$ cat src/rtl/huff_pkg.sv
// Shared Huffman definitions: symbol range, code table and serializer states.
// The encoder and the decoder bench both import this package.
package huff_pkg;

    localparam int SYM_W  = 3;
    localparam int CODE_W = 4;
    localparam int LEN_W  = 2;

    localparam logic [SYM_W-1:0] SYM_MIN = 3'd1;
    localparam logic [SYM_W-1:0] SYM_MAX = 3'd6;

    typedef enum logic {
        ST_IDLE  = 1'b0,
        ST_SHIFT = 1'b1
    } ser_state_t;

    function automatic logic sym_is_legal(input logic [SYM_W-1:0] sym);
        return (sym >= SYM_MIN) && (sym <= SYM_MAX);
    endfunction

    // Codes are left-aligned so the serializer always shifts out bit 3 first
    function automatic logic [CODE_W-1:0] code_bits(input logic [SYM_W-1:0] sym);
        logic [CODE_W-1:0] bits;
        case (sym)
            3'd1:    bits = 4'b0000;
            3'd2:    bits = 4'b1010;
            3'd3:    bits = 4'b1000;
            3'd4:    bits = 4'b1110;
            3'd5:    bits = 4'b1101;
            3'd6:    bits = 4'b1100;
            default: bits = 4'b0000;
        endcase
        return bits;
    endfunction

    // Code length minus one, which is what the remaining-bit counter loads
    function automatic logic [LEN_W-1:0] code_last(input logic [SYM_W-1:0] sym);
        logic [LEN_W-1:0] last;
        case (sym)
            3'd1:                 last = 2'd0;
            3'd2, 3'd3, 3'd4:     last = 2'd2;
            3'd5, 3'd6:           last = 2'd3;
            default:              last = 2'd0;
        endcase
        return last;
    endfunction

endpackage

$ cat src/rtl/huffman_encoder_sym_fifo.sv
// Small symbol FIFO sitting in front of the Huffman serializer.
// Read data is always the oldest entry, so a pop consumes pop_data directly.
module sym_fifo
    import huff_pkg::*;
#(
    parameter int DEPTH = 4
) (
    input  logic             clk,
    input  logic             reset,
    input  logic             push,
    input  logic [SYM_W-1:0] push_data,
    input  logic             pop,
    output logic [SYM_W-1:0] pop_data,
    output logic             full,
    output logic             empty
);

    localparam int AW = $clog2(DEPTH);
    localparam int CW = AW + 1;

    logic [SYM_W-1:0] mem [DEPTH];
    logic [AW-1:0]    wr_ptr;
    logic [AW-1:0]    rd_ptr;
    logic [CW-1:0]    count;
    logic             do_push;
    logic             do_pop;

    assign do_push  = push && !full;
    assign do_pop   = pop && !empty;
    assign full     = (count == CW'(DEPTH));
    assign empty    = (count == '0);
    assign pop_data = mem[rd_ptr];

    // Pointers wrap naturally because DEPTH is a power of two
    always_ff @(posedge clk or posedge reset) begin
        if (reset) begin
            wr_ptr <= '0;
            rd_ptr <= '0;
            count  <= '0;
        end else begin
            if (do_push) wr_ptr <= wr_ptr + AW'(1);
            if (do_pop)  rd_ptr <= rd_ptr + AW'(1);
            case ({do_push, do_pop})
                2'b10:   count <= count + CW'(1);
                2'b01:   count <= count - CW'(1);
                default: count <= count;
            endcase
        end
    end

    always_ff @(posedge clk) begin
        if (do_push) mem[wr_ptr] <= push_data;
    end

endmodule

$ cat src/rtl/huffman_encoder.sv
// Huffman encoder: buffers symbols in sym_fifo and serializes their codes
// MSB first on x, back to back with no idle cycle between codes.
module huffman_encoder
    import huff_pkg::*;
#(
    parameter int FIFO_DEPTH = 4
) (
    input  logic             clk,
    input  logic             reset,
    input  logic [SYM_W-1:0] sym_in,
    input  logic             sym_valid,
    output logic             sym_ready,
    output logic             x,
    output logic             x_valid,
    output logic             err,
    output logic             busy
);

    ser_state_t        state;
    logic [CODE_W-1:0] shreg;
    logic [LEN_W-1:0]  bits_left;

    logic             fifo_full;
    logic             fifo_empty;
    logic             fifo_pop;
    logic [SYM_W-1:0] fifo_dout;
    logic             accept;
    logic             legal;
    logic             last_bit;

    assign sym_ready = !fifo_full;
    assign accept    = sym_valid && sym_ready;
    assign legal     = sym_is_legal(sym_in);
    assign last_bit  = (state == ST_SHIFT) && (bits_left == '0);
    assign fifo_pop  = !fifo_empty && ((state == ST_IDLE) || last_bit);

    sym_fifo #(
        .DEPTH(FIFO_DEPTH)
    ) u_fifo (
        .clk      (clk),
        .reset    (reset),
        .push     (accept && legal),
        .push_data(sym_in),
        .pop      (fifo_pop),
        .pop_data (fifo_dout),
        .full     (fifo_full),
        .empty    (fifo_empty)
    );

    // Serializer: a pop on the last bit reloads immediately so codes abut
    always_ff @(posedge clk or posedge reset) begin
        if (reset) begin
            state     <= ST_IDLE;
            shreg     <= '0;
            bits_left <= '0;
            err       <= 1'b0;
        end else begin
            err <= accept && !legal;
            if (fifo_pop) begin
                state     <= ST_SHIFT;
                shreg     <= code_bits(fifo_dout);
                bits_left <= code_last(fifo_dout);
            end else if (last_bit) begin
                state     <= ST_IDLE;
                shreg     <= '0;
                bits_left <= '0;
            end else if (state == ST_SHIFT) begin
                shreg     <= {shreg[CODE_W-2:0], 1'b0};
                bits_left <= bits_left - LEN_W'(1);
            end
        end
    end

    assign x_valid = (state == ST_SHIFT);
    assign x       = x_valid && shreg[CODE_W-1];
    assign busy    = !fifo_empty || (state == ST_SHIFT);

endmodule

$ cat config.mk
export PLATFORM = sky130hd
export DESIGN_NAME = huffman_encoder
export DESIGN_NICKNAME = d
export VERILOG_FILES = /design/src/rtl/huff_pkg.sv /design/src/rtl/huffman_encoder_sym_fifo.sv /design/src/rtl/huffman_encoder.sv
export SDC_FILE = /design/constraint.sdc
export NUM_CORES = 1
export LEC_CHECK = 0
export ABC_AREA = 1
export CAP_MARGIN = 10
export CORE_ASPECT_RATIO = 1.25
export CORE_MARGIN = 3
export CORE_UTILIZATION = 40
export DETAILED_ROUTE_END_ITERATION = 12
export DONT_BUFFER_PORTS = 1
export SETUP_SLACK_MARGIN = 0.15
export SLEW_MARGIN = 5
export SYNTH_ARGS = -nofsm -noshare
export SYNTH_HDL_FRONTEND = slang
export SYNTH_SLANG_ARGS = --single-unit
$ cat constraint.sdc
create_clock -name clk -period 1.78 [get_ports clk]
set_input_delay 0.178 -clock clk [delete_from_list [all_inputs] [get_ports clk]]
set_output_delay 0.178 -clock clk [all_outputs]
set_load 0.05 [all_outputs]
After elaboration in Yosys (flattened, before gate mapping)
Memory sizes are Yosys's and may differ from the RTL's.
Cells that the tools add are included.
- output and inout bits: 5
- flip-flop bits (word level): 15
- memories kept: 1
- RAM bits: 12
- input port bits: 6
- bitwise gates (word level): 1
- muxes and demuxes: 13
- $lt $le $gt $ge: 2
- reduce and logical (&&, ||, !) cells: 21
- add/subtract/negate cells: 5
- eq/ne operators: 8
- memory list (memory ; depth ; bits a word ; read ports ; clocked after Yosys merged registers in ; wr ports ; line ; RTL):
    u_fifo.mem ; 4 ; 3 ; 1 ; 0 ; 1 ; huffman_encoder_sym_fifo.sv:21 ; logic [SYM_W-1:0] mem [DEPTH];
- operators by type and width (operator ; number):
    4-bit one-hot mux with 5 select lines ; 1
    3-bit equality test (second input constant) ; 4
    4-bit 2-to-1 mux ; 3
    1-bit logical AND ; 9
    3-bit by 2-bit equality test with 1-bit output (second input constant) ; 2
    2-bit 2-to-1 mux ; 3
    3-bit one-hot mux with 2 select lines ; 1
    2-bit by 1-bit adder with 2-bit output (second input constant) ; 2
    1-bit 2-to-1 mux ; 4
    2-bit one-hot mux with 2 select lines ; 1
    2-bit nonzero test ; 2
    3-bit by 1-bit adder with 3-bit output (second input constant) ; 1
    3-bit by 1-bit greater-or-equal comparator with 1-bit output (second input constant) ; 1
    3-bit <= comparator (second input constant) ; 1
    1-bit zero test ; 3
    3-bit zero test ; 1
    3-bit nonzero test ; 1
    3-bit OR reduction ; 1
    3-bit by 1-bit subtractor with 3-bit output (second input constant) ; 1
    2-bit by 1-bit equality test with 1-bit output (second input constant) ; 1
    2-bit equality test (second input constant) ; 1
    2-bit zero test ; 1
    1-bit logical OR ; 2
    2-bit OR reduction ; 1
    other kinds (2) ; 2

Depth between registers and ports, before layout
- depth in word-level cells: 7
- mapped depth: 10
- gate-level depth less buffers: 10

Modules after synthesis
Synthesis repeated with hierarchy kept, for this count alone.
- cells, all modules: 162
- area, all modules: 1407.6 µm²
- by module, submodules not included (module ; times used ; cells an instance ; area each (µm²) ; sequential area each (µm²)):
    sym_fifo ; 1 ; 97 ; 960.9 ; 535.5
    huffman_encoder ; 1 ; 65 ; 446.7 ; 200.2

Worst setup path after synthesis
Ideal clock, no wire load.
- path kind: register -> register
- from: register u_fifo.count[0]
- to: register u_fifo.count[2]
- buffers on the path: 0
- cell stages (with the launch flop): 10
- path slack: -0.435 ns
- period minus slack after synthesis: 2.215 ns
- arrival: 2.084 ns
- data required time: 1.649 ns
- cells stage by stage: dfrtp_1 -> nor2_2 -> nand2_1 -> nand3_2 -> ha_1 -> inv_1 -> fa_1 -> a21oi_1 -> o21ai_0 -> xor2_1
- word-level cells in the longest chain between the ends: 7
- ends and longest elaborated chain (element ; line ; RTL):
    start, declared ; huffman_encoder_sym_fifo.sv:24 ; logic [CW-1:0] count;
    start signal, assigned ; huffman_encoder_sym_fifo.sv:44 ; 2'b10: count <= count + CW'(1);
    start signal, assigned ; huffman_encoder_sym_fifo.sv:45 ; 2'b01: count <= count - CW'(1);
    start signal, assigned ; huffman_encoder_sym_fifo.sv:46 ; default: count <= count;
    3-bit equality test (*) ; huffman_encoder_sym_fifo.sv:30 ; assign full = (count == CW'(DEPTH));
    1-bit zero test (*) ; huffman_encoder.sv:31 ; assign sym_ready = !fifo_full;
    named net sym_ready ; huffman_encoder.sv:12 ; output logic sym_ready,
    1-bit logical AND ; huffman_encoder.sv:32 ; assign accept = sym_valid && sym_ready;
    1-bit logical AND ; huffman_encoder.sv:42 ; .push (accept && legal),
    1-bit logical AND (*) ; huffman_encoder_sym_fifo.sv:28 ; assign do_push = push && !full;
    2-bit by 1-bit equality test with 1-bit output / 2-bit equality test (equally long branches) ; huffman_encoder_sym_fifo.sv:43 ; case ({do_push, do_pop})
    3-bit one-hot mux with 2 select lines / 2-bit nonzero test (equally long branches) ; - ;
The timed path passes the listed nets; every way through them passes the cells marked *.
A chain may end at the register's enable or synchronous reset.

Worst setup path after layout
- from: register u_fifo.count[1]
- to: register u_fifo.count[2]
- word-level cells in the longest chain between the ends: 7
- ends and longest elaborated chain (element ; line):
    3-bit equality test ; huffman_encoder_sym_fifo.sv:30
    1-bit zero test ; huffman_encoder_sym_fifo.sv:28, huffman_encoder.sv:31
    1-bit logical AND ; huffman_encoder.sv:32
    1-bit logical AND ; huffman_encoder.sv:42
    1-bit logical AND ; huffman_encoder_sym_fifo.sv:28
    2-bit by 1-bit equality test with 1-bit output / 2-bit equality test (equally long branches) ; huffman_encoder_sym_fifo.sv:43
    3-bit one-hot mux with 2 select lines / 2-bit nonzero test (equally long branches) ; -
Parallel ways exist; a longest one is shown, timed or not.

==> results.yml <==
finish:
  diodes: 0
  instances_no_fill: 218
  final_core_util_pct: 51.6
  layout-drive-gt1-share_pct: 27.1
  fillers: 315
  nNetsFinal: 194
  area_delta_synth_final_pct: 19.5
place:
  port_buffers: 0
  place.detailed.hpwl_um: 2030
  dp_cells: 202
  gp_congestion: 0.836
synthesis:
  synth-simple-area-share_pct: 25.4
  yosys.cell_count.top_type: "nand2_1"
  synthAdderAreaFrac_pct: 5.72
  synth_xor_area_share_pct: 2.43
  yosys_warnings: 0
  synthTopCellsByArea: "dfrtp_1, edfxtp_1, nand2_1, inv_1, ha_1"
  netlist_area_um2: 1440
  synthMuxAreaShare_pct: 0
  yosys.area.top_type_share_pct: 26.0
  ys_ff_latch: 27
  synth_edf_count: 12
  async_reset_ff_share_pct: 55.6
  synth_nets: 171
  synth_top_family_by_area: "simple AND/OR/NAND/NOR gates"
  ys.flop_type: "dfrtp_1"
  synth.distinct_cells: 23
  yosysSeqAreaShare_pct: 51.0
  netlist_instances: 159
  syn_area_per_cell_um2: 9.07
  synth_commonest_cells: "nand2_1, inv_1, dfrtp_1"
  yosysTopAreaCell: "dfrtp_1"
  synth_compound_area_share_pct: 7.03
timing:
  fin_skew_ns: 0.00552
  tns_ns: 0
  finalCritPeriodShare_pct: 96.0
  worst_pin_slew_ns: 0.584
  max_freq_mhz: 585
  slew_headroom_pct: 61.0
  rsz0062_at_grt: "yes"
  period_needed_ns: 1.71
  hold_viol: 0
  finalSetupViolations: 0
  maxSlewViolCount: 0
routing:
  drc: 0
  avgViaCountPerCell: 4.75
  routed_wl_um: 2590
  dr.first_iter.drc_count: 37
  drtAntennaViolNets: 0
  firstDrtPassIters: 4
  avgRoutedWirePerCell_um: 11.9
  vias: 1035
critical_path:
  critPathTopFamily: "adder cells"
  crit_fanout: 2
  path_cells: "nor2_4 -> nand2_4 -> nand3_4 -> ha_4 -> inv_4 -> fa_2 -> a21oi_2 -> o21ai_1 -> xor2_1"
  startpoint_type: "flip-flop"
  crit_slowest_cell: "dfrtp_1"
  required_ns: 1.95
  critical_path_arrival_ns: 1.87
  crit_path_end_kind: "flip-flop"
  crit_type: "flip-flop to flip-flop"
  critPathBufInv: 1
  crit_path_max_incr_delay_ns: 0.42
clocking:
  clock_sinks: 27
  cts.clk_slew.worst_paths_ns: 0.09
  h-tree-depth: 1
  worstSkewPairLatency_ns: 0.27
  numCtsBuffers: 3
  clk_root_buffer_cell: "clkbuf_8"
  cts_tree: "built"
  cts_buffer_depth: 2
die:
  core_area_um2: 3340
  pin_count: 11
  die_h_um: 73.1
  die_area_um2: 4370
  row_count: 23
  start_util_pct: 43.2
  fp.dieW_um: 59.7
global_routing:
  grt_pass1_wl_um: 4640
  grt_pass1_vias: 1128
  antenna_found_initial: 0
  grt_max_degree: 16
  grt.total_usage_pct: 13.9
  grt_overflow: 0
power:
  power_mw: 3.30
  ir_worst_vdd_mv: 1.12
  power_density_nw_per_um2: 1910
  p_leak_nw: 0.809
worst_hold_path:
  hp-class: "input pin to flip-flop"
job:
  max-cap-violations: 0
status:
  status: "completed"
==> stage by stage <==
| stage | setup WS (ns) | hold slack [ns] | instance area (um^2) |
|---|---|---|---|
| finish | 0.0712 | 0.0137 | 1720 |
| global route | -0.0242 | 0.0109 | 1720 |
| CTS | 0.0684 | 0.0117 | 1710 |
| detailed placement | 0.0329 | 0.159 | 1570 |
| global placement | 0.0840 | 0.149 | 1570 |
| floorplan | -0.0478 | 0.0794 | 1480 |
==> where the power goes <==
part           switching (mW)  internal, mW
Sequential              0.196         0.861
Combinational            1.07         0.798
Clock                   0.190         0.176
==> worst paths after layout <==
| check | from | endpoint | slack (ns) | cells after the start |
|---|---|---|---|---|
| min in group asynchronous | reset | u_fifo.count[2]$_DFFE_PP0P_ | 0.41 | 2 |
| worst min register to register | shreg[1]$_DFFE_PP0P_ | shreg[1]$_DFFE_PP0P_ | 0.54 | 2 |
| worst max-delay path | u_fifo.count[1]$_DFFE_PP0P_ | u_fifo.count[2]$_DFFE_PP0P_ | 0.07 | 9 |
| max in group asynchronous | reset | x_valid$_DFFE_PP0P_ | 0.96 | 2 |
| worst max register to register | u_fifo.count[1]$_DFFE_PP0P_ | u_fifo.count[2]$_DFFE_PP0P_ | 0.07 | 9 |
| worst min-delay path | sym_valid | err$_DFF_PP0_ | 0.01 | 2 |
==> sequential cells by signal (all words and copies together), names as in the netlist <==
register / cells
bits_left: 2
err: 1
shreg: 4
u_fifo.count: 3
u_fifo.mem: 12
u_fifo.rd_ptr: 2
u_fifo.wr_ptr: 2
x_valid: 1
==> layer usage <==
metal | vias to the layer above | routed length (um) | GRT usage (%)
li1 | 537 | - | -
met5 | - | 0 | 0
met3 | 5 | 101 | 4.60
met1 | 482 | 1090 | 15.7
met2 | 11 | 1350 | 23.6
met4 | 0 | 45 | 5.91
==> cells by family after synthesis <==
kind of cell    after synthesis
flops                        27
fa+ha+maj                     6
compound gates               15
xor+xnor                      4
buf+inv                      28
simple gates                 79
==> cell type report <==
class | instances | area [um^2] | share of cell area, %
multi-input combinational | 104 | 624 | 36.2
tap | 37 | 46.3 | 2.69
clock buffer | 4 | 48.8 | 2.83
timing repair buffer | 20 | 160 | 9.29
inverter | 26 | 108 | 6.24
sequential | 27 | 737 | 42.7
==> repair_timing <==
item / in CTS / in global routing
setup endpoints to repair: 2 / 2
endpoints found under the hold margin: 27 / 0
hold buffers: 4 / 0
pin swaps: 4 / 3
setup buffers: 6 / 2
gates resized for setup: 2 / 0
==> worst reg2reg max path: stages (launching register included) <==
cell and delay, ns:
dfrtp_1 0.42, nor2_4 0.16, nand2_4 0.08, nand3_4 0.09, ha_4 0.14, inv_4 0.03, fa_2 0.34, a21oi_2 0.12
o21ai_1 0.08, xor2_1 0.14
==> placed cells by master (no fill, tap or decap), types with 2 or more instances in the layout <==
master          n
a21oi_2         3
buf_4          16
clkbuf_8        3
dfrtp_1        14
dlygate4sd3_1   4
edfxtp_1       12
ha_1            4
inv_1          21
inv_2           3
nand2_1        38
nand2_2        10
nand3_1        12
nor2_1         13
nor2_4          3
o21ai_0         7
o21ai_1         2
xor2_1          3
Power figures use the tool's default switching activity.
